**config.mk**
```make
export PLATFORM = sky130hd
export DESIGN_NAME = dmem_arbiter_flat
export DESIGN_NICKNAME = d
export VERILOG_FILES = /design/src/rtl/dmem_arbiter_if.sv /design/src/rtl/dmem_arbiter.sv /design/src/flat_wrapper.sv
export SDC_FILE = /design/constraint.sdc
export NUM_CORES = 1
export LEC_CHECK = 0
export CAP_MARGIN = 10
export CORE_MARGIN = 2
export CORE_UTILIZATION = 43
export CTS_CLUSTER_DIAMETER = 120
export DETAILED_ROUTE_END_ITERATION = 12
export PLACE_DENSITY = 0.9
export SYNTH_ARGS = -nofsm -noshare
export SYNTH_HDL_FRONTEND = slang
export SYNTH_SLANG_ARGS = --single-unit
```
**constraint.sdc**
```tcl
create_clock -name clk -period 5.4 [get_ports clk]
set_input_delay 0.54 -clock clk [delete_from_list [all_inputs] [get_ports clk]]
set_output_delay 0.54 -clock clk [all_outputs]
set_load 0.02 [all_outputs]
```
**src/rtl/dmem_arbiter_if.sv**
```systemverilog
// dmem_arbiter_if: requester and data_mem signals shared by the two-port data memory arbiter.
// master = requester/memory side, slave = arbiter side.
interface dmem_arbiter_if;
   logic        req0, req1, re0, re1, we0, we1, ack0, ack1;
   logic [31:0] addr0, addr1, wdata0, wdata1, rdata0, rdata1;
   logic [3:0]  mask0, mask1, mem_sign_mask;
   logic [31:0] mem_addr, mem_write_data, mem_read_data;
   logic        mem_memwrite, mem_memread, mem_clk_stall, busy, err;

   modport master (
      output req0, req1, re0, re1, we0, we1, addr0, addr1, wdata0, wdata1, mask0, mask1,
             mem_read_data, mem_clk_stall,
      input  ack0, ack1, rdata0, rdata1, mem_addr, mem_write_data, mem_memwrite, mem_memread,
             mem_sign_mask, busy, err
   );

   modport slave (
      input  req0, req1, re0, re1, we0, we1, addr0, addr1, wdata0, wdata1, mask0, mask1,
             mem_read_data, mem_clk_stall,
      output ack0, ack1, rdata0, rdata1, mem_addr, mem_write_data, mem_memwrite, mem_memread,
             mem_sign_mask, busy, err
   );
endinterface

```
**src/rtl/dmem_arbiter.sv**
```systemverilog
// dmem_arbiter: shares one data_mem port between the CPU LSU (port 0) and the debug/DMA loader (port 1).
// Define DMEM_ARB_RR_EN for round-robin arbitration; otherwise port 0 has strict priority.
module dmem_arbiter #(
   parameter int STALL_TIMEOUT = 15
) (
   input logic           clk,
   input logic           rst,
   dmem_arbiter_if.slave bus
);
   localparam int CW = $clog2(STALL_TIMEOUT + 1);
   typedef enum logic [1:0] {IDLE, ISSUE, WAIT, DONE} state_t;
   state_t state, state_n;
   logic id, rd, seen_stall, go, gnt, sel_re, sel_we, cur, fin, tmo;
   logic [CW-1:0] cnt;
`ifdef DMEM_ARB_RR_EN
   logic ptr;
   assign gnt = (bus.req0 && bus.req1) ? ptr : bus.req1;
`else
   assign gnt = !bus.req0;
`endif
   // data_mem has no reset, so never issue while it still reports a stall
   assign go = state == IDLE && !bus.mem_clk_stall && (bus.req0 || bus.req1);
   assign sel_re = gnt ? bus.re1 : bus.re0;
   assign sel_we = gnt ? bus.we1 : bus.we0;
   assign cur = state == IDLE ? gnt : id;
   assign fin = seen_stall && !bus.mem_clk_stall;
   assign tmo = cnt == CW'(STALL_TIMEOUT);
   assign bus.busy = state != IDLE;

   always_comb begin
      state_n = state;
      unique case (state)
         IDLE:    if (go) state_n = (sel_re || sel_we) ? ISSUE : DONE;
         ISSUE:   state_n = WAIT;
         WAIT:    if (fin || tmo) state_n = DONE;
         default: state_n = IDLE;
      endcase
   end

   always_ff @(posedge clk)
      if (rst) state <= IDLE;
      else state <= state_n;

   always_ff @(posedge clk) begin
      if (rst) begin
         {bus.ack0, bus.ack1, bus.mem_memread, bus.mem_memwrite, bus.err} <= '0;
         {bus.rdata0, bus.rdata1, bus.mem_addr, bus.mem_write_data} <= '0;
         bus.mem_sign_mask <= '0;
         {id, rd, seen_stall} <= '0;
         cnt <= '0;
`ifdef DMEM_ARB_RR_EN
         ptr <= 1'b0;
`endif
      end else begin
         bus.ack0 <= state_n == DONE && !cur;
         bus.ack1 <= state_n == DONE && cur;
         if (go) begin
            id <= gnt;
            rd <= sel_re;
            bus.mem_addr <= gnt ? bus.addr1 : bus.addr0;
            bus.mem_write_data <= gnt ? bus.wdata1 : bus.wdata0;
            bus.mem_sign_mask <= gnt ? bus.mask1 : bus.mask0;
            bus.mem_memread <= sel_re;
            bus.mem_memwrite <= sel_we && !sel_re;
         end
         if (state == ISSUE) {bus.mem_memread, bus.mem_memwrite} <= '0;
         if (state == WAIT) begin
            seen_stall <= seen_stall || bus.mem_clk_stall;
            cnt <= cnt + 1'b1;
            // a completed write leaves rdata alone; a timeout forces it to zero
            if (fin ? rd : tmo) begin
               if (id) bus.rdata1 <= fin ? bus.mem_read_data : '0;
               else bus.rdata0 <= fin ? bus.mem_read_data : '0;
            end
            if (!fin && tmo) bus.err <= 1'b1;
         end
         if (state == DONE) begin
            seen_stall <= 1'b0;
            cnt <= '0;
`ifdef DMEM_ARB_RR_EN
            ptr <= !id;
`endif
         end
      end
   end
endmodule

```
**src/flat_wrapper.sv**
```systemverilog
// flat-port wrapper written by rule: the top's interface ports become plain ports
module dmem_arbiter_flat 
#(
   parameter int STALL_TIMEOUT = 15
)
  (clk, rst, bus_req0, bus_req1, bus_re0, bus_re1, bus_we0, bus_we1, bus_addr0, bus_addr1, bus_wdata0, bus_wdata1, bus_mask0, bus_mask1, bus_mem_read_data, bus_mem_clk_stall, bus_ack0, bus_ack1, bus_rdata0, bus_rdata1, bus_mem_addr, bus_mem_write_data, bus_mem_memwrite, bus_mem_memread, bus_mem_sign_mask, bus_busy, bus_err);
  dmem_arbiter_if bus_i ();
  input logic clk;
  input logic rst;
  input wire logic [$bits(bus_i.req0)-1:0] bus_req0;
  input wire logic [$bits(bus_i.req1)-1:0] bus_req1;
  input wire logic [$bits(bus_i.re0)-1:0] bus_re0;
  input wire logic [$bits(bus_i.re1)-1:0] bus_re1;
  input wire logic [$bits(bus_i.we0)-1:0] bus_we0;
  input wire logic [$bits(bus_i.we1)-1:0] bus_we1;
  input wire logic [$bits(bus_i.addr0)-1:0] bus_addr0;
  input wire logic [$bits(bus_i.addr1)-1:0] bus_addr1;
  input wire logic [$bits(bus_i.wdata0)-1:0] bus_wdata0;
  input wire logic [$bits(bus_i.wdata1)-1:0] bus_wdata1;
  input wire logic [$bits(bus_i.mask0)-1:0] bus_mask0;
  input wire logic [$bits(bus_i.mask1)-1:0] bus_mask1;
  input wire logic [$bits(bus_i.mem_read_data)-1:0] bus_mem_read_data;
  input wire logic [$bits(bus_i.mem_clk_stall)-1:0] bus_mem_clk_stall;
  output wire logic [$bits(bus_i.ack0)-1:0] bus_ack0;
  output wire logic [$bits(bus_i.ack1)-1:0] bus_ack1;
  output wire logic [$bits(bus_i.rdata0)-1:0] bus_rdata0;
  output wire logic [$bits(bus_i.rdata1)-1:0] bus_rdata1;
  output wire logic [$bits(bus_i.mem_addr)-1:0] bus_mem_addr;
  output wire logic [$bits(bus_i.mem_write_data)-1:0] bus_mem_write_data;
  output wire logic [$bits(bus_i.mem_memwrite)-1:0] bus_mem_memwrite;
  output wire logic [$bits(bus_i.mem_memread)-1:0] bus_mem_memread;
  output wire logic [$bits(bus_i.mem_sign_mask)-1:0] bus_mem_sign_mask;
  output wire logic [$bits(bus_i.busy)-1:0] bus_busy;
  output wire logic [$bits(bus_i.err)-1:0] bus_err;
  assign bus_i.req0 = bus_req0;
  assign bus_i.req1 = bus_req1;
  assign bus_i.re0 = bus_re0;
  assign bus_i.re1 = bus_re1;
  assign bus_i.we0 = bus_we0;
  assign bus_i.we1 = bus_we1;
  assign bus_i.addr0 = bus_addr0;
  assign bus_i.addr1 = bus_addr1;
  assign bus_i.wdata0 = bus_wdata0;
  assign bus_i.wdata1 = bus_wdata1;
  assign bus_i.mask0 = bus_mask0;
  assign bus_i.mask1 = bus_mask1;
  assign bus_i.mem_read_data = bus_mem_read_data;
  assign bus_i.mem_clk_stall = bus_mem_clk_stall;
  assign bus_ack0 = bus_i.ack0;
  assign bus_ack1 = bus_i.ack1;
  assign bus_rdata0 = bus_i.rdata0;
  assign bus_rdata1 = bus_i.rdata1;
  assign bus_mem_addr = bus_i.mem_addr;
  assign bus_mem_write_data = bus_i.mem_write_data;
  assign bus_mem_memwrite = bus_i.mem_memwrite;
  assign bus_mem_memread = bus_i.mem_memread;
  assign bus_mem_sign_mask = bus_i.mem_sign_mask;
  assign bus_busy = bus_i.busy;
  assign bus_err = bus_i.err;
  dmem_arbiter #(.STALL_TIMEOUT(STALL_TIMEOUT)) u_core (.clk(clk), .rst(rst), .bus(bus_i));
endmodule
```
### Word level (Yosys, flattened, before mapping)

Cells that the tools add are included.

| storage, ports and cells | value |
|---|---|
| bits in writable memories | 0 |
| output and inout bits | 138 |
| bits in read-only memories | 0 |
| memories kept | 0 |
| bits in latches | 0 |
| flip-flop bits (word level) | 146 |

| cells by class | value |
|---|---|
| shift operators | 0 |
| $mul | 0 |
| muxes and demuxes | 12 |
| bitwise logic cells | 1 |
| reduce and logical (&&, ||, !) cells | 23 |
| add/subtract/negate cells | 1 |
| order comparisons | 0 |
| divide/modulo/power cells | 0 |
| equal/unequal tests | 5 |

Operators by type and width:

| operator | count |
|---|---|
| two-way mux 32 bit | 3 |
| logical AND 1 bit | 7 |
| equality test 2 bit (second input constant) | 3 |
| two-way mux 2 bit | 3 |
| one-hot mux 2 bit (3 select lines) | 1 |
| AND reduction 3 bit | 2 |
| logical NOT 1 bit | 5 |
| adder 4 x 1 -> 4 bit (second input constant) | 1 |
| equality test 4 bit (second input constant) | 1 |
| logical OR 1 bit | 4 |
| two-way mux 1 bit | 4 |
| two-way mux 4 bit | 1 |
| OR reduction 2 bit | 2 |
| equality test 2 x 1 -> 1 bit (second input constant) | 1 |
| logical NOT 2 bit | 1 |
| AND reduction 2 bit | 1 |
| nonzero test 2 bit | 1 |
| NOT 1 bit | 1 |

### Logic depth before layout (Yosys ltp)

| logic depth | value |
|---|---|
| word-level depth | 7 |
| depth in mapped cells | 8 |
| depth with buffers taken out | 6 |

### Worst setup path before layout

Ideal clock, no wire load.

| timing | value |
|---|---|
| kind | input -> register |
| start point | input bus_mem_clk_stall |
| end point | register u_core.bus.rdata0[21] |
| stages | 5 |
| setup time | 0.120 ns |
| arrival | 1.721 ns |
| path slack | 3.559 ns |
| cell sequence | nand2b_1 clkbuf_2 a2111oi_4 clkbuf_2 o21ai_1 |

| between the ends | value |
|---|---|
| longest elaborated chain between the ends | 4 |
| elaborated cells on any way between the ends | 5 |
| those cells by class | mux (2); reduce/logical (3) |

RTL lines:

| item | line | text |
|---|---|---|
| start, declared | flat_wrapper.sv:23 | `input wire logic [$bits(bus_i.mem_clk_stall)-1:0] bus_mem_clk_stall;` |
| logical NOT 1 bit (*) | dmem_arbiter.sv:26 | `assign fin = seen_stall && !bus.mem_clk_stall;` |
| logical AND 1 bit (*) | dmem_arbiter.sv:26 |  |
| two-way mux 1 bit | dmem_arbiter.sv:71 | `if (fin ? rd : tmo) begin` |
| AND reduction 3 bit (no line) | -- |  |
| end signal, assigned | dmem_arbiter.sv:73 | `else bus.rdata0 <= fin ? bus.mem_read_data : '0;` |
| end, declared | dmem_arbiter_if.sv:20 | `output ack0, ack1, rdata0, rdata1, mem_addr, mem_write_data, mem_memwrite, mem_memread,` |

Mark *: on every way between the ends. The rest lies on a longest branch, timed or not.
A chain may end at the register's enable or synchronous reset.

### Final worst setup path

| timing | value |
|---|---|
| start point | register u_core.state[0] |
| end point | output bus_busy |

| between the ends | value |
|---|---|
| longest elaborated chain between the ends | 1 |

RTL lines:

| item | line | text |
|---|---|---|
| start, declared | dmem_arbiter.sv:12 | `state_t state, state_n;` |
| start signal, assigned | dmem_arbiter.sv:42 | `else state <= state_n;` |
| nonzero test 2 bit | dmem_arbiter.sv:28 | `assign bus.busy = state != IDLE;` |
| end, declared | flat_wrapper.sv:33 | `output wire logic [$bits(bus_i.busy)-1:0] bus_busy;` |

Every way passes these cells.

==> flow_summary.json <==
{
  "outcome": "finished, final reports clean",
  "p_leak_nw": 3.64,
  "fillers": 1016,
  "fin_skew_ns": 0.00850,
  "final_period_minus_worst_setup_slack_ns": 2.40,
  "setup.worst_path.class": "flop to output pin",
  "postSynthCellCount": 669,
  "yosys_register_bits": 146,
  "number_of_flops_mapped_to_enable_cells_by_yosys": 0,
  "area_delta_synth_final_pct": 61.2,
  "layout_common_cells": "312 x sky130_fd_sc_hd__clkdlybuf4s50_1, 146 x sky130_fd_sc_hd__dfxtp_1, 80 x sky130_fd_sc_hd__nor2_1",
  "number_of_standard_cells_in_the_final_layout_excluding_fillers": 1143,
  "netlist_area_mm2": 0.00616,
  "routed_wire_length_per_instance_um": 16.5,
  "detail_route.iter0.violations": 286,
  "remaining_drc_errors": 0,
  "globalRouteOverflowTotal": 0,
  "synth-warning-count": 0,
  "layout-drive-gt1-share_pct": 4.98,
  "cts_post_setup_buffers_inserted": 0,
  "diodes": 0,
  "most_used_flip_flop_cell_after_synthesis": "sky130_fd_sc_hd__dfxtp_1",
  "final_nets": 1132,
  "rsz0062_at_grt": "no",
  "floorplan.die.width_um": 124,
  "critPathRequiredTime_ns": 4.86,
  "antenna_left": 0,
  "drt-vias-per-instance": 5.14,
  "cp_launch_type": "flop",
  "grt_antenna_before_repair": 1,
  "initial_utilization_pct": 44.2,
  "cap_violations": 0,
  "clk_transition_reported_paths_ns": 0.06,
  "syn_area_per_cell_um2": 9.21,
  "h-tree-depth": 4,
  "cts_tree": "built",
  "die_area_mm2": 0.0153,
  "final_common_cell": "sky130_fd_sc_hd__clkdlybuf4s50_1",
  "firstDrtPassIters": 4,
  "final_design_area_no_fill_mm2": 0.00993,
  "max-slew-margin-rel_pct": 51.1,
  "coreArea_mm2": 0.0139,
  "asyncSetResetFlopFracSynth_pct": 0,
  "cts_root_buf": "sky130_fd_sc_hd__clkbuf_16",
  "crit_fanout": 7,
  "finalSetupViolCount": 0,
  "post_dp_cell_area_mm2": 0.00930,
  "finalSetupTns_ns": 0,
  "grt_pass1_wl_um": 28700,
  "die_height_um": 124,
  "p_per_area_mw_per_mm2": 350,
  "replace_congestion": 0.824,
  "fmax_mhz": 416,
  "synth_fp_nets": 851,
  "post-layout-total-power_mw": 3.47,
  "cts.repair.resized": 0,
  "buffer_ports.inserted": 314,
  "fin_crit_sh_pct": 44.5,
  "cts_inserted_buffers": 17,
  "first_global_vias": 5652,
  "clockBufferDepth": 2,
  "synth_cell_types": 32,
  "top_level_ports": 315,
  "share_of_the_yosys_chip_area_belonging_to_registers_pct": 47.4,
  "placement_rows": 43,
  "crit_arrival_ns": 1.86,
  "min-delay-path-class": "flop to flop",
  "tightest_slew_ns": 0.731,
  "timing.critical_path.to_type": "output pin",
  "hold_violations": 0,
  "wire_length_reported_by_the_detailed_router_um": 18800,
  "grt_start_max_net_pins": 73,
  "numClockSinks": 146,
  "clock_latency_ns": 0.42,
  "vdd_drop_max_mv": 0.267,
  "grt_util_all_layers_pct": 24.7,
  "num_vias": 5870,
  "post_cts_hold_buffer_count": 0,
  "post-dp-hpwl_um": 13600,
  "final-max-slew-violation-count": 0,
  "dpl.cell_count": 1111
}
==> cell type report <==
cell class,instances,area [µm²],area share (%)
Sequential cell,146,2920,29.4
Inverter,6,22.5,0.227
Multi-Input combinational cell,458,2940,29.6
Clock buffer,20,457,4.60
Clock inverter,12,179,1.80
Timing Repair Buffer,321,3190,32.1
Tap cell,180,225,2.27
==> power by group <==
group | total [mW] | internal, mW | switching (mW)
Sequential | 1.27 | 1.20 | 0.0667
Clock | 1.26 | 0.799 | 0.462
Combinational | 0.944 | 0.448 | 0.496
Total | 3.47 | 2.45 | 1.02
==> flip-flops by register name, summed over array words and instances (netlist names) <==
name / count
u_core.seen_stall: 1
u_core.rd: 1
u_core.bus.mem_sign_mask: 4
u_core.bus.mem_write_data: 32
u_core.bus.mem_memread: 1
u_core.id: 1
u_core.state: 2
u_core.bus.rdata1: 32
u_core.cnt: 4
u_core.bus.err: 1
u_core.bus.rdata0: 32
u_core.bus.mem_addr: 32
u_core.bus.mem_memwrite: 1
u_core.bus.ack0: 1
u_core.bus.ack1: 1
==> logic make-up after synthesis <==
group / Yosys count / synth area share [%]
and+or+nand+nor: 229 / 18.5
AOI/OAI and AO/OA: 151 / 16.1
DFF: 146 / 47.4
muxes: 70 / 11.4
buffers and inverters: 65 / 5.18
adders and majority gates: 5 / 1.01
xor gates and xnor gates: 3 / 0.426
==> cells in the mapped netlist, types with 2 or more instances <==
cell type                   number  share of area, %
sky130_fd_sc_hd__ha_1            5               1.0
sky130_fd_sc_hd__nand2_1         6              0.37
sky130_fd_sc_hd__nand3_1        64               5.2
sky130_fd_sc_hd__o2111a_1        2              0.37
sky130_fd_sc_hd__nor2_1         82               5.0
sky130_fd_sc_hd__dfxtp_1       146                47
sky130_fd_sc_hd__o21ai_1        20               1.6
sky130_fd_sc_hd__buf_2          17               1.4
sky130_fd_sc_hd__clkbuf_1       26               1.6
sky130_fd_sc_hd__xor2_1          2              0.28
sky130_fd_sc_hd__buf_1           3              0.18
sky130_fd_sc_hd__buf_6           6               1.1
sky130_fd_sc_hd__a2111oi_4       2              0.89
sky130_fd_sc_hd__or2_2           2              0.20
sky130_fd_sc_hd__mux2i_1        69                11
sky130_fd_sc_hd__inv_1           6              0.37
sky130_fd_sc_hd__nor3_1          2              0.16
sky130_fd_sc_hd__clkbuf_2        7              0.57
sky130_fd_sc_hd__o21ai_0        50               4.1
sky130_fd_sc_hd__nand2b_1       66               6.7
sky130_fd_sc_hd__a211oi_1       71               8.6
sky130_fd_sc_hd__a21oi_1         5              0.41
==> path summary, 6_finish.rpt <==
kind                                                         start                            endpoint  slack (ns)  cells past startpoint
worst min-delay path            u_core.bus.rdata1[24]$_SDFFE_PP0P_  u_core.bus.rdata1[24]$_SDFFE_PP0P_        0.46                      2
worst max register to register          u_core.state[0]$_SDFF_PP0_  u_core.bus.rdata1[15]$_SDFFE_PP0P_        3.21                      7
worst min register to register  u_core.bus.rdata1[24]$_SDFFE_PP0P_  u_core.bus.rdata1[24]$_SDFFE_PP0P_        0.46                      2
worst max-delay path                    u_core.state[0]$_SDFF_PP0_                            bus_busy        3.00                      4
==> routing by layer <==
| layer | wire (µm) | global-route usage, % | part of all wire (%) |
|---|---|---|---|
| met1 | 6890 | 26.1 | 37 |
| met2 | 9570 | 43.4 | 51 |
| met3 | 1940 | 11.4 | 10 |
| met4 | 396 | 8.24 | 2.1 |
| met5 | 13 | 0 | 0.069 |
==> critical path, stage by stage (launching register included) <==
cell,delay [ns]
sky130_fd_sc_hd__dfxtp_1,0.38
sky130_fd_sc_hd__inv_1,0.09
sky130_fd_sc_hd__ha_1,0.28
sky130_fd_sc_hd__inv_1,0.08
sky130_fd_sc_hd__clkdlybuf4s50_1,0.62
==> through the flow <==
stage | setup slack (ns) | utilization, % | hold WS [ns]
floorplan | 3.56 | - | 0.451
global placement | 2.87 | 66.7 | 0.451
detailed placement | 2.78 | 66.7 | 0.453
CTS | 2.99 | 71.3 | 0.465
global route | 2.92 | 71.3 | 0.479
finish | 3.00 | 71.3 | 0.462
Note: power is estimated with default switching activity, not from simulation.
